`src/rtl/upload_sched_pkg.sv`:
```
// Shared types and constants for the upload stream scheduler.
// State encoding, grant codes and the default stream source id.
package upload_sched_pkg;

    typedef enum logic [1:0] {
        IDLE       = 2'd0,
        GNT_FRAMED = 2'd1,
        GNT_STREAM = 2'd2,
        GAP        = 2'd3
    } sched_state_e;

    localparam logic [1:0] GNT_NONE = 2'b00;
    localparam logic [1:0] GNT_FR   = 2'b01;
    localparam logic [1:0] GNT_ST   = 2'b10;

    localparam logic [7:0] ID_DC_STREAM = 8'h0B;

    function automatic logic [31:0] sat_inc(input logic [31:0] v);
        return (v == 32'hFFFF_FFFF) ? v : v + 32'd1;
    endfunction

endpackage

```
`src/rtl/upload_stream_scheduler_stats.sv`:
```
// Saturating accepted-byte counters for the framed and stream channels.
// Only instantiated by upload_stream_scheduler when UPLOAD_SCHED_STATS_EN is defined.
module upload_sched_stats
    import upload_sched_pkg::*;
(
    input  logic        i_clk,
    input  logic        i_rst,
    input  logic        i_framed_xfer,
    input  logic        i_stream_xfer,
    output logic [31:0] o_framed_bytes,
    output logic [31:0] o_stream_bytes
);

    logic [31:0] r_framed_bytes;
    logic [31:0] r_stream_bytes;

    always_ff @(posedge i_clk) begin
        if (i_rst) begin
            r_framed_bytes <= '0;
            r_stream_bytes <= '0;
        end else begin
            if (i_framed_xfer) r_framed_bytes <= sat_inc(r_framed_bytes);
            if (i_stream_xfer) r_stream_bytes <= sat_inc(r_stream_bytes);
        end
    end

    assign o_framed_bytes = r_framed_bytes;
    assign o_stream_bytes = r_stream_bytes;

endmodule

```
`src/rtl/upload_stream_scheduler.sv`:
```
// Arbitrates the processor upload port between whole framed frames and a raw byte stream.
// Optional byte statistics are built only when UPLOAD_SCHED_STATS_EN is defined.
module upload_stream_scheduler
    import upload_sched_pkg::*;
#(
    parameter int unsigned STREAM_BURST_MAX = 256,
    parameter int unsigned GAP_CYCLES       = 1,
    parameter int unsigned FRAMED_TIMEOUT   = 4096
) (
    input  logic        clk,
    input  logic        rst,
    input  logic        framed_req,
    input  logic [7:0]  framed_data,
    input  logic [7:0]  framed_source,
    input  logic        framed_valid,
    output logic        framed_ready,
    input  logic        stream_active,
    input  logic        stream_req,
    input  logic [7:0]  stream_data,
    input  logic [7:0]  stream_source,
    input  logic        stream_valid,
    output logic        stream_ready,
    output logic        out_req,
    output logic [7:0]  out_data,
    output logic [7:0]  out_source,
    output logic        out_valid,
    input  logic        out_ready,
    output logic [1:0]  grant,
    output logic        timeout_pulse,
    output logic [31:0] stat_framed_bytes,
    output logic [31:0] stat_stream_bytes
);

    sched_state_e r_state, w_state_next;
    logic [1:0]   r_grant, w_grant_next;
    logic         r_preempt;
    logic [31:0]  r_to_cnt, r_burst_cnt, r_gap_cnt;

    // Ownership is dropped combinationally during reset so no handshake can complete.
    logic w_own_fr, w_own_st, w_fr_xfer, w_st_xfer;
    logic w_arb_st, w_timeout, w_burst_hit, w_gap_done;

    assign w_own_fr  = (r_grant == GNT_FR) && !rst;
    assign w_own_st  = (r_grant == GNT_ST) && !rst;
    assign w_fr_xfer = w_own_fr && framed_valid && out_ready;
    assign w_st_xfer = w_own_st && stream_valid && out_ready;
    assign w_arb_st  = stream_active && stream_req;

    assign w_timeout   = (FRAMED_TIMEOUT != 32'd0) && (r_state == GNT_FRAMED) && !rst &&
                         framed_req && !w_fr_xfer && (r_to_cnt + 32'd1 == FRAMED_TIMEOUT);
    assign w_burst_hit = (r_state == GNT_STREAM) && framed_req && w_st_xfer &&
                         (r_burst_cnt + 32'd1 == STREAM_BURST_MAX);
    assign w_gap_done  = (r_gap_cnt == GAP_CYCLES - 32'd1);

    always_ff @(posedge clk) begin
        if (rst) begin
            r_state   <= IDLE;
            r_grant   <= GNT_NONE;
            r_preempt <= 1'b0;
        end else begin
            r_state   <= w_state_next;
            r_grant   <= w_grant_next;
            r_preempt <= (w_state_next == GAP) ? (r_preempt | w_burst_hit) : 1'b0;
        end
    end

    always_comb begin
        w_state_next = r_state;
        case (r_state)
            IDLE: begin
                if (w_arb_st)        w_state_next = GNT_STREAM;
                else if (framed_req) w_state_next = GNT_FRAMED;
            end
            GNT_FRAMED: begin
                if (!framed_req || w_timeout) w_state_next = GAP;
            end
            GNT_STREAM: begin
                if (w_burst_hit || !w_arb_st) w_state_next = GAP;
            end
            GAP: begin
                if (w_gap_done) begin
                    if (r_preempt && framed_req) w_state_next = GNT_FRAMED;
                    else if (w_arb_st)           w_state_next = GNT_STREAM;
                    else if (framed_req)         w_state_next = GNT_FRAMED;
                    else                         w_state_next = IDLE;
                end
            end
            default: w_state_next = IDLE;
        endcase
        w_grant_next = (w_state_next == GNT_FRAMED) ? GNT_FR :
                       (w_state_next == GNT_STREAM) ? GNT_ST : GNT_NONE;
    end

    always_comb begin
        out_req    = w_own_fr | w_own_st;
        out_data   = 8'h00;
        out_source = 8'h00;
        out_valid  = 1'b0;
        if (w_own_fr) begin
            out_data   = framed_data;
            out_source = framed_source;
            out_valid  = framed_valid;
        end else if (w_own_st) begin
            out_data   = stream_data;
            out_source = stream_source;
            out_valid  = stream_valid;
        end
        framed_ready  = w_own_fr & out_ready;
        stream_ready  = w_own_st & out_ready;
        timeout_pulse = w_timeout;
    end

    assign grant = r_grant;

    // Burst count survives stream re-grants so toggling stream_req cannot reset the quota.
    always_ff @(posedge clk) begin
        if (rst) begin
            r_to_cnt    <= '0;
            r_burst_cnt <= '0;
            r_gap_cnt   <= '0;
        end else begin
            if (r_state == GNT_FRAMED && w_state_next == GNT_FRAMED && !w_fr_xfer)
                r_to_cnt <= r_to_cnt + 32'd1;
            else
                r_to_cnt <= '0;

            if (!framed_req || r_state == GNT_FRAMED) r_burst_cnt <= '0;
            else if (w_st_xfer)                       r_burst_cnt <= r_burst_cnt + 32'd1;

            if (r_state == GAP && !w_gap_done) r_gap_cnt <= r_gap_cnt + 32'd1;
            else                               r_gap_cnt <= '0;
        end
    end

`ifdef UPLOAD_SCHED_STATS_EN
    upload_sched_stats u_stats (
        .i_clk          (clk),
        .i_rst          (rst),
        .i_framed_xfer  (w_fr_xfer),
        .i_stream_xfer  (w_st_xfer),
        .o_framed_bytes (stat_framed_bytes),
        .o_stream_bytes (stat_stream_bytes)
    );
`else
    assign stat_framed_bytes = 32'd0;
    assign stat_stream_bytes = 32'd0;
`endif

endmodule

```
`config.mk`:
```
export PLATFORM = sky130hd
export DESIGN_NAME = upload_stream_scheduler
export DESIGN_NICKNAME = d
export VERILOG_FILES = /design/src/rtl/upload_sched_pkg.sv /design/src/rtl/upload_stream_scheduler_stats.sv /design/src/rtl/upload_stream_scheduler.sv
export SDC_FILE = /design/constraint.sdc
export NUM_CORES = 1
export LEC_CHECK = 0
export CAP_MARGIN = 20
export CORE_AREA = 2 2 127 104
export DETAILED_ROUTE_END_ITERATION = 7
export DIE_AREA = 0 0 129 106
export PLACE_DENSITY = 0.9
export SYNTH_ARGS = -nofsm -noshare
export SYNTH_HDL_FRONTEND = slang
export SYNTH_SLANG_ARGS = --single-unit
```
`constraint.sdc`:
```
create_clock -name clk -period 3.8 [get_ports clk]
set_input_delay 0.95 -clock clk [delete_from_list [all_inputs] [get_ports clk]]
set_output_delay 0.95 -clock clk [all_outputs]
set_load 0.01 [all_outputs]
```
Yosys cells after proc, flatten, opt, wreduce, memory -nomap -nowiden

Index checks and enable logic that the tools add are counted.

Flip-flop bits (word level): 101
Bits of input ports: 40
Word-level logic and storage cells: 77

$add $sub $neg: 3
Equality and inequality tests: 10
Multiplexer cells: 17
Bitwise logic cells: 7
Reductions and logical operators: 33

Operators with widths:

| kind                                                                    | count |
|---|---|
| 32-bit by 1-bit adder with 32-bit output, second input constant         | 3 |
| 32-bit by 13-bit equality test with 1-bit output, second input constant | 1 |
| 32-bit by 9-bit equality test with 1-bit output, second input constant  | 1 |
| 32-bit zero test                                                        | 1 |
| 8-bit 2-to-1 mux                                                        | 4 |
| 1-bit logical AND                                                       | 18 |
| 2-bit 2-to-1 mux                                                        | 8 |
| 2-bit equality test, second input constant                              | 5 |
| 2-bit OR reduction                                                      | 5 |
| 2-bit one-hot mux with 4 select lines                                   | 1 |
| 2-bit by 1-bit equality test with 1-bit output, second input constant   | 3 |
| 1-bit zero test                                                         | 5 |
| 1-bit 2-to-1 mux                                                        | 4 |
| 1-bit logical OR                                                        | 3 |
| 1-bit inverter                                                          | 3 |
| 1-bit bitwise AND                                                       | 2 |
| 2-bit zero test                                                         | 1 |
| 1-bit OR                                                                | 2 |

Logic depth before layout (Yosys ltp)

Depth after elaboration: 15
Mapped depth: 10
Gate-level depth less buffers: 9

Worst setup path after synthesis

Ideal clock, no wire load.

Path type: input to register
Start point: input framed_valid
End point: register r_to_cnt[20]
Setup time: 0.134 ns
Arrival: 3.204 ns
Required time: 3.666 ns
Setup slack: 0.462 ns
Stages: 8
Buffers on the path: 2
Path through: a31o_2 -> buf_1 -> a2111o_1 -> or4_1 -> or4_4 -> o311ai_4 -> buf_6 -> nor3_1

Longest elaborated chain between the ends: 13

Ends and longest elaborated chain:

| element                                        | line                                                          | text |
|---|---|---|
| from (decl)                                    | upload_stream_scheduler.sv:15                                 | `input logic framed_valid,` |
| 1-bit logical AND * (2 in series)              | upload_stream_scheduler.sv:45                                 | `assign w_fr_xfer = w_own_fr && framed_valid && out_ready;` |
| 1-bit zero test *                              | upload_stream_scheduler.sv:50, upload_stream_scheduler.sv:122 |  |
| 1-bit logical AND (2 in series)                | upload_stream_scheduler.sv:50                                 | `framed_req && !w_fr_xfer && (r_to_cnt + 32'd1 == FRAMED_TIMEOUT);` |
| 1-bit logical OR                               | upload_stream_scheduler.sv:75                                 | `if (!framed_req \|\| w_timeout) w_state_next = GAP;` |
| 2-bit 2-to-1 mux                               | upload_stream_scheduler.sv:75                                 |  |
| 2-bit one-hot mux with 4 select lines          | upload_stream_scheduler.sv:69                                 | `case (r_state)` |
| 2-bit by 1-bit equality test with 1-bit output | upload_stream_scheduler.sv:122                                | `if (r_state == GNT_FRAMED && w_state_next == GNT_FRAMED && !w_fr_xfer)` |
| 1-bit logical AND                              | upload_stream_scheduler.sv:122                                |  |
| 1-bit logical AND *                            | upload_stream_scheduler.sv:122                                |  |
| 1-bit inverter (no line) *                     | --                                                            |  |
| 2-bit OR reduction (no line) *                 | --                                                            |  |
| to (signal assigned)                           | upload_stream_scheduler.sv:123                                | `r_to_cnt <= r_to_cnt + 32'd1;` |
| to (decl)                                      | upload_stream_scheduler.sv:37                                 | `logic [31:0] r_to_cnt, r_burst_cnt, r_gap_cnt;` |

Every way passes the cells marked *; elsewhere a longest branch is shown, timed or not.
A chain may end at the register's enable or synchronous reset.

Final worst setup path

Start point: input rst
End point: output out_data[3]

Longest elaborated chain between the ends: 4
Elaborated cells between the ends (all ways): 5
Classes of those cells: mux (2); reduce/logical (3)

Ends and longest elaborated chain:

| element            | line                                                         | text |
|---|---|---|
| from (decl)        | upload_stream_scheduler.sv:11                                | `input logic rst,` |
| 1-bit zero test *  | upload_stream_scheduler.sv:43, upload_stream_scheduler.sv:44 |  |
| 1-bit logical AND  | upload_stream_scheduler.sv:44                                | `assign w_own_st = (r_grant == GNT_ST) && !rst;` |
| 8-bit 2-to-1 mux   | upload_stream_scheduler.sv:103                               | `end else if (w_own_st) begin` |
| 8-bit 2-to-1 mux * | upload_stream_scheduler.sv:99                                | `if (w_own_fr) begin` |
| to (decl)          | upload_stream_scheduler.sv:24                                | `output logic [7:0] out_data,` |

Marks and branches as above.

==> results.toml <==
[outcome]
status = "completed"

[global_routing]
grt_overflow_total = 0
grt_pass1_wl_mm = 25.7
antenna_found_initial = 0
grt_use_total_pct = 22.9
grt_pass1_vias = 5416
grt_max_degree = 33

[setup_path]
max_stage_delay_ns = 0.55
worstPathCellList = "clkdlybuf4s50_1 -> buf_4 -> nor3b_2 -> buf_12 -> a22o_1 -> clkdlybuf4s50_1"
cp-startpoint = "rst"
critPathKind = "primary input to output pin"
worst_path_max_delay_cell = "clkdlybuf4s50_1"
required_ns = 2.85
arrival_ns = 2.70
cp.buffers_inverters = 4
cp-start-kind = "primary input"
endpoint_kind = "output pin"
crit_path_frequent_cell = "clkdlybuf4s50_1"
r2r_start = "r_to_cnt[5]"
rrSetupSlack_ns = 0.44
cp.depth = 6
reg2reg_depth = 9
cp_top_family = "buffers and inverters"
worstReg2RegEnd = "r_to_cnt[3]"
critPathMaxFanout = 22

[detailed_routing]
vias_per_cell = 5.59
postRouteWirelength_mm = 15.4
drt-initial-drc-count = 516
vias = 5875
post-route-drc-count = 0
route.detailed.wl_per_inst_um = 14.7
ant_nets = 0
first_pass_iters = 5

[floorplan]
die_w_um = 129
dieArea_um2 = 13700
coreArea_um2 = 12500
ios = 127
initial_utilization_pct = 51.4
rows = 37
die_y_um = 106

[synth]
synth_edf_count = 0
async_flop_share_pct = 0
synth.ff_latch_count = 101
yosysTopAreaCellShare_pct = 31.3
syn_avg_cell_area_um2 = 7.98
yosysSeqAreaShare_pct = 31.3
yosysWarnings = 0
syn-instance-count = 809
ys.flop_type = "dfxtp_1"
netlist_area_um2 = 6450
synth.top_cells.by_area = "dfxtp_1 31%, buf_4 7.6%, xor2_1 7.2%, xnor2_1 6.1%, nor2_1 5.6%"
synth_cell_type_count = 64
yosysTopAreaCell = "dfxtp_1"

[cells_and_area]
area_growth_pct = 16.6
design_area_um2 = 7520
diodes = 0
fillers = 1080
final_nets = 917
drive_gt1_share_pct = 9.70

[sta]
tightest_slew_ns = 1.04
slew-limit-headroom_pct = 31.0
fin_crit_ns = 3.65
max_freq_mhz = 274
timing.final.crit_share_pct = 96.1
fin_skew_ns = 0.00826
hold_slack_ns = 0.493
setup_violations = 0
rsz0062_at_grt = "false"
final_max_slew_viol_count = 0
hold_viol = 0

[place]
place_congestion = 0.930
postPlaceCellArea_um2 = 7140
place.detailed.hpwl_mm = 11.1
numPortBuffers = 62

[cts]
cts_tree = "done"
numCtsBuffers = 9
cts_hold_buffers = 0
cts_max_path_buffers = 2
clk_pin_slew_worst_paths_ns = 0.07
htreeDepth = 3
root_buffer = "clkbuf_16"
clock_sinks = 101
clk_latency_ns = 0.35

[job]
drv_cap = 0

[min_path]
hp-start = "r_gap_cnt[0]"
hold-path-endpoint = "r_gap_cnt[0]"
hold_depth = 1
hp-class = "register to register"

[power]
p_leak_nw = 2.58
p_per_area_nw_per_um2 = 314
vdd_drop_max_uv = 231
total_power_w = 0.00236
-- cell usage in the layout, fill, tap and decap left out, types with 8 or more instances in the layout --
master / netlist / layout
dfxtp_1: 101 / 101
nor2_1: 96 / 96
conb_1: 1 / 64
nand2_1: 62 / 62
clkdlybuf4s50_1: 0 / 61
xor2_1: 53 / 53
xnor2_1: 45 / 45
nor3_1: 44 / 44
nand3_1: 41 / 41
buf_4: 65 / 40
nand4_1: 35 / 35
nor4_1: 26 / 23
a22o_1: 18 / 18
and3_1: 14 / 14
o21ai_0: 13 / 13
or3_1: 11 / 11
and4_1: 11 / 11
a31oi_1: 11 / 11
a21oi_1: 10 / 10
inv_1: 10 / 10
clkbuf_16: 0 / 9
and2_1: 8 / 8
-- power breakdown --
part | switching [W] | internal, W
clock | 0.000396 | 0.000680
sequential | 0.00000724 | 0.00106
combinational | 0.000118 | 0.0000979
-- cells by family after synthesis --
logic type      synth area share [%]
compound gates                  10.7
xor+xnor                        13.3
flops                           31.3
simple gates                    30.8
fa+ha+maj                       1.16
mux                            0.970
other cells                   0.0581
buf+inv                         11.7
-- metal layers --
| layer | part of all wire [%] | vias to the layer above | wire [um] | track usage [%] |
|---|---|---|---|---|
| li1 | - | 2868 | - | - |
| met1 | 44 | 2725 | 6760 | 29.9 |
| met2 | 47 | 236 | 7340 | 37.3 |
| met3 | 5.9 | 46 | 917 | 4.78 |
| met4 | 2.8 | 0 | 430 | 8.54 |
| met5 | 0 | - | 0 | 0 |
-- worst max-delay path by stage --
| stage | endpoint | slack [ns] |
|---|---|---|
| 2_1_floorplan | r_to_cnt[20] | 0.46 |
| 3_3_place_gp | timeout_pulse | -0.19 |
| 3_5_place_dp | timeout_pulse | -0.20 |
| 4_1_cts | timeout_pulse | 0.04 |
| 5_1_grt | out_data[3] | 0.04 |
| 6_report | out_data[3] | 0.15 |
-- through the flow --
stage          setup TNS [ns]  worst slack, ns  util, %  std cells
4_1_cts                     0           0.0435     59.9       1051
5_1_grt                     0           0.0431     59.9       1051
3_3_place_gp           -0.195           -0.195     56.9       1035
6_report                    0            0.149     59.9       1051
3_5_place_dp           -0.205           -0.205     56.9       1035
2_1_floorplan               0            0.462        -        872
-- flip-flops by register name, indices dropped and copies added (netlist names) --
signal and cells:
r_gap_cnt 32, r_to_cnt 32, r_burst_cnt 32, r_preempt 1, r_state 2, grant 2
-- Yosys cell counts, drive strengths merged (3+ instances only) --
cell type and instances:
clkbuf 39, a21boi 3, nor4 27, buf 76, a31oi 11, or4 5
nand2 62, mux2i 4, ha 6, o2111ai 5, and2 9, and4 11
nor3 50, o21ai 13, a211oi 4, a21oi 10, xnor2 45, o31ai 3
or2 6, nand3 41, nor4b 5, xor2 53, nand4 36, dfxtp 101
and3 14, nor2 96, inv 10, a22o 18, or3 11, o31a 3
-- timing repair --
item,CTS,global route
hold endpoints to repair,0,0
gates cloned,0,0
gates resized for setup,4,4
pin swaps,1,2
setup endpoints to repair,1,1
setup buffers,0,0
-- area by class of cell --
class,count,area [um2],area share (%)
multi-input cells,646,3950,52.5
flip-flops and latches,101,2020,26.9
repair buffers,103,936,12.4
clock buffers,11,253,3.36
well taps,175,219,2.91
clock inverters,5,104,1.38
inverters,10,37.5,0.499
(Power assumes the default switching activity.)
